### src/rtl/cook_timer.sv
// Countdown cook timer: keypad BCD MM:SS entry, 1 Hz countdown while mag_on, expiry strobe and optional beep.
// Latency: digit entry and clear act on the sampling edge; first decrement TICKS_PER_SEC mag_on cycles after start.
// Backpressure: none; digits arriving while mag_on=1 or with digit>9 are dropped.
//
// Ports:
//   clk, rstn (async active-low), clrn (sync active-low keypad CLEAR)
//   digit_valid/digit : keypad digit strobe and BCD value
//   mag_on            : magnetron running, enables the countdown
//   min_tens..sec_ones: BCD time remaining for the display
//   timer_done        : decode of 0:00; done_pulse: one cycle on expiry; beep: end-of-cook beeper
// Optional feature: define TIMER_BEEP_EN to build the BEEP_CYCLES-long beeper (otherwise beep is tied low).

module cook_timer #(
  parameter int TICKS_PER_SEC = 50_000_000,
  parameter int BEEP_CYCLES   = 25_000_000
) (
  input  logic       clk,
  input  logic       rstn,
  input  logic       clrn,
  input  logic       digit_valid,
  input  logic [3:0] digit,
  input  logic       mag_on,
  output logic [3:0] min_tens,
  output logic [3:0] min_ones,
  output logic [3:0] sec_tens,
  output logic [3:0] sec_ones,
  output logic       timer_done,
  output logic       done_pulse,
  output logic       beep
);

  localparam int PW = (TICKS_PER_SEC > 2) ? $clog2(TICKS_PER_SEC) : 1;
  localparam logic [PW-1:0] PRESC_MAX = PW'(TICKS_PER_SEC - 1);

  typedef enum logic [1:0] {
    IDLE    = 2'd0,
    RUN     = 2'd1,
    EXPIRED = 2'd2
  } state_t;

  state_t        state;
  logic [PW-1:0] presc;
  logic          accept;
  logic          advance;
  logic          sec_tick;
  logic          at_one;
  logic [3:0]    dec_min_tens, dec_min_ones, dec_sec_tens, dec_sec_ones;

  assign timer_done = (min_tens == 4'd0) && (min_ones == 4'd0) &&
                      (sec_tens == 4'd0) && (sec_ones == 4'd0);

  // Keypad entry is locked out while the magnetron runs, so entry and tick never collide.
  assign accept   = digit_valid && (digit <= 4'd9) && !mag_on;
  assign advance  = mag_on && !timer_done;
  assign sec_tick = advance && (presc == PRESC_MAX);
  assign at_one   = (min_tens == 4'd0) && (min_ones == 4'd0) &&
                    (sec_tens == 4'd0) && (sec_ones == 4'd1);

  // One-second BCD decrement with borrow chain; only ever used when not at 0:00.
  always_comb begin
    dec_min_tens = min_tens;
    dec_min_ones = min_ones;
    dec_sec_tens = sec_tens;
    dec_sec_ones = sec_ones;
    if (sec_ones != 4'd0) begin
      dec_sec_ones = sec_ones - 4'd1;
    end else if (sec_tens != 4'd0) begin
      dec_sec_ones = 4'd9;
      dec_sec_tens = sec_tens - 4'd1;
    end else if ((min_ones != 4'd0) || (min_tens != 4'd0)) begin
      dec_sec_ones = 4'd9;
      dec_sec_tens = 4'd5;
      if (min_ones != 4'd0) begin
        dec_min_ones = min_ones - 4'd1;
      end else begin
        dec_min_ones = 4'd9;
        dec_min_tens = min_tens - 4'd1;
      end
    end
  end

  always_ff @(posedge clk or negedge rstn) begin
    if (!rstn) begin
      min_tens   <= 4'd0;
      min_ones   <= 4'd0;
      sec_tens   <= 4'd0;
      sec_ones   <= 4'd0;
      presc      <= '0;
      state      <= IDLE;
      done_pulse <= 1'b0;
    end else if (!clrn) begin
      // Clear wins over a coincident tick, so no done_pulse can escape.
      min_tens   <= 4'd0;
      min_ones   <= 4'd0;
      sec_tens   <= 4'd0;
      sec_ones   <= 4'd0;
      presc      <= '0;
      state      <= IDLE;
      done_pulse <= 1'b0;
    end else begin
      done_pulse <= sec_tick && at_one;

      if (accept) begin
        min_tens <= min_ones;
        min_ones <= sec_tens;
        sec_tens <= sec_ones;
        sec_ones <= digit;
        presc    <= '0;
      end else if (sec_tick) begin
        min_tens <= dec_min_tens;
        min_ones <= dec_min_ones;
        sec_tens <= dec_sec_tens;
        sec_ones <= dec_sec_ones;
        presc    <= '0;
      end else if (advance) begin
        presc <= presc + PW'(1);
      end
      // With mag_on low the prescaler simply holds, keeping the fractional second.

      case (state)
        IDLE: begin
          if (mag_on && !timer_done) state <= RUN;
        end
        RUN: begin
          if (!mag_on)                state <= IDLE;
          else if (sec_tick && at_one) state <= EXPIRED;
        end
        EXPIRED: begin
          if (!mag_on || accept) state <= IDLE;
        end
        default: state <= IDLE;
      endcase
    end
  end

`ifdef TIMER_BEEP_EN
  localparam int BW = $clog2(BEEP_CYCLES + 1);
  logic [BW-1:0] beep_cnt;

  // Loaded the cycle after done_pulse; beep is high while the count is non-zero.
  always_ff @(posedge clk or negedge rstn) begin
    if (!rstn) begin
      beep_cnt <= '0;
    end else if (!clrn || accept) begin
      beep_cnt <= '0;
    end else if (done_pulse) begin
      beep_cnt <= BW'(BEEP_CYCLES);
    end else if (beep_cnt != '0) begin
      beep_cnt <= beep_cnt - BW'(1);
    end
  end

  assign beep = (beep_cnt != '0);
`else
  logic beep_cfg_unused;
  assign beep_cfg_unused = (BEEP_CYCLES < 0);
  assign beep = 1'b0;
`endif

endmodule
### config.mk
export PLATFORM = sky130hd
export DESIGN_NAME = cook_timer
export DESIGN_NICKNAME = d
export VERILOG_FILES = /design/src/rtl/cook_timer.sv
export SDC_FILE = /design/constraint.sdc
export NUM_CORES = 1
export LEC_CHECK = 0
export CAP_MARGIN = 10
export CORE_ASPECT_RATIO = 0.8
export CORE_MARGIN = 3
export CORE_UTILIZATION = 35
export CTS_CLUSTER_SIZE = 8
export DETAILED_ROUTE_END_ITERATION = 8
export MAX_ROUTING_LAYER = met4
export PLACE_DENSITY_LB_ADDON = 0.15
export SETUP_SLACK_MARGIN = 0.1
export SYNTH_ARGS = -nofsm -noshare
export SYNTH_HDL_FRONTEND = slang
export SYNTH_SLANG_ARGS = --single-unit
export TNS_END_PERCENT = 5
### constraint.sdc
create_clock -name clk -period 2.5 [get_ports clk]
set_input_delay 0.625 -clock clk [delete_from_list [all_inputs] [get_ports clk]]
set_output_delay 0.625 -clock clk [all_outputs]
set_load 0.01 [all_outputs]
==> impl_metrics.ini <==
[synth]
yosysSeqAreaShare = 0.391
ys.warnings.count = 0
async_flop_share = 1.00
syn-num-nets = 334
synth.distinct_cells = 54
synth-seq-cells = 43
avgSynthCellArea_um2 = 8.51
syn_area_um2 = 2750
synth_edf_count = 0
ys.flop_type = dfrtp_1
syn_inst = 323

[floorplan]
fp.dieW_um = 105
num_rows = 28
ios = 28
initial_utilization = 0.367
die_y_um = 85.3
coreArea_um2 = 7500
die_area_um2 = 8960

[cells_and_area]
nets = 401
fillers = 750
final_cell_mix = buf_4 (52), dfrtp_1 (43), nand2_1 (37)
drive_gt1_frac = 0.207
final_common_cell = buf_4
antenna_cells = 0
syn_to_final_growth_pct = 29.0

[grt]
track_usage = 0.196
grt_pass1_vias = 2631
grt_max_degree = 25
gr-total-overflow = 0
grt_first_pass_wirelength_um = 13800
antenna_found_initial = 0

[setup_path]
r2r_end = sec_tens[3]$_DFFE_PN0P_
end_kind = output pin
rrSetupSlack_ps = 190
reg2reg_depth = 6
critPathCapture = timer_done
crit_start = sec_tens[1]$_DFFE_PN0P_
worstPathArrival_ps = 1750
worstPathRequired_ps = 1880
crit_type = reg2out
r2r_start = presc[0]$_DFFE_PN0P_
start_kind = flop
cp_max_fo = 2

[placed_design]
io_buffers = 26
place_ws_ps = -83.8
place.gp.congestion = 0.870
dp_hpwl_um = 6050

[clock_network]
clock_latency_ps = 310
cts_tree = yes
cts_sinks = 43
htreeDepth = 2
cts_buffers = 5
root_buffer = clkbuf_8
clock_path_buffers = 2
ctsHoldBuffers = 0
clkSlewWorstSetupHoldPaths_ps = 90

[pwr]
power_frac_clock = 0.312
switchingPower_uw = 449
comb_power_share = 0.200
p_total_mw = 1.47
intPower_mw = 1.02
leakagePower_nw = 1.40
switching_share = 0.305
p_seq_frac = 0.488
p_per_area_nw_per_um2 = 415
vdd_drop_max_uv = 192

[timing]
rsz0062_at_grt = yes
relSlewSlack = 0.625
clock.fmax_mhz = 421
slew_viol_final = 0
finalCriticalPeriod_ps = 2380
finalHoldViolations = 0
finalCritPeriodShare = 0.950
finalSetupViolCount = 0
max_slew.worst_pin.slew_ps = 558
worst_slack_ps = 124
fin_skew_ps = 11.3

[drt]
drtIter0Drc = 229
drc_errors = 0
dr.pass1.iters = 5
wirelength_um = 7950
antenna_left = 0
num_vias = 2787
avgViaCountPerCell = 5.62
wl_per_cell_um = 16.0

[job]
maxCapViolCount = 0

[outcome]
status = finished clean

[worst_hold_path]
min_path_type = in2async
## worst min path at each step
stage                     slack [ps]  cells past startpoint                   end
after floorplan                  330                      0  done_pulse$_DFF_PN0_
after global placement           540                      2  presc[6]$_DFFE_PN0P_
after CTS                        260                      1  presc[3]$_DFFE_PN0P_
final                            240                      1  presc[2]$_DFFE_PN0P_
after global routing             280                      1  presc[2]$_DFFE_PN0P_
after detailed placement         550                      2  presc[6]$_DFFE_PN0P_
## worst max-delay path, cell delays in order, from the launching register on
cell and delay (ps):
dfrtp_1 390, or3_1 390, or2_2 330, nor4_2 160
buf_2 180
## synth_stat cells (all sizes together), types with 3 or more instances
cell    number  share of area
a311oi       3          0.012
nand2       37          0.050
o211ai       3         0.0082
and3         5          0.012
or4         12          0.034
nor2        20          0.027
and4         5          0.016
or2          5          0.011
dfrtp       43           0.39
nor3         8          0.015
a311o        4          0.015
o21ai       24          0.046
clkbuf      12          0.017
o31ai       11          0.030
nand3       14          0.025
nand2b       3         0.0068
nor4        11          0.037
or3         21          0.048
a32o         4          0.015
inv          7         0.0096
nand4       11          0.025
and2         5          0.011
a21oi       22          0.040
a31oi        3         0.0068
buf          6          0.015
## cell type report
class	instances	area (um^2)	share of cell area
flip-flops and latches	43	1080	0.303
clock buffers	6	72.6	0.0205
multi-input cells	254	1580	0.447
inverters	8	30.0	0.00847
repair buffers	78	641	0.181
clock inverters	2	12.5	0.00353
well taps	105	131	0.0370
## power by group through the flow
| stage | clock network, mW | logic, mW | registers, mW |
|---|---|---|---|
| after detailed placement | 0 | 0.292 | 0.731 |
| after floorplan | 0 | 0.136 | 0.736 |
| after CTS | 0.468 | 0.291 | 0.717 |
| after global placement | 0 | 0.293 | 0.731 |
| after global routing | 0.502 | 0.325 | 0.720 |
| final | 0.459 | 0.294 | 0.718 |
## registers in the layout, summed over array words and instances (netlist names)
signal	count
sec_ones	4
done_pulse	1
presc	26
min_tens	4
sec_tens	4
min_ones	4
## logic make-up after synthesis
family	share of synthesized area
AND/OR/NAND/NOR	0.335
AO/OA/AOI/OAI	0.206
flip-flops	0.391
buffers and inverters	0.0428
adder cells (fa/ha/maj)	0.00910
XOR/XNOR	0.00637
multiplexers	0.00773
other	0.00136
## layer usage
metal  vias up  part of all wire  wire, um  track usage
met3         7             0.070       555       0.0350
met1      1314              0.53      4180        0.304
met4         0             0.011        87       0.0524
met5         -                 0         0            -
met2        94              0.39      3120        0.257
li1       1372                 -         -            -
## timing repair
action | in CTS | in global routing
resized for setup | 7 | 3
hold endpoints to repair | 0 | 0
setup buffers | 0 | 0
endpoints found under the setup margin | 3 | 9
## per-stage QoR
step | hold slack (ps) | cell area (um^2) | std cells | util | setup TNS [ps]
detailed placement | 548 | 3440 | 488 | 0.459 | -95.5
floorplan | 329 | 2750 | 323 | - | 0
global route | 276 | 3550 | 496 | 0.473 | 0
global placement | 539 | 3440 | 488 | 0.459 | -35.9
CTS | 263 | 3540 | 496 | 0.472 | 0
finish | 245 | 3550 | 496 | 0.473 | 0
Note: power is estimated with default switching activity, not from simulation.
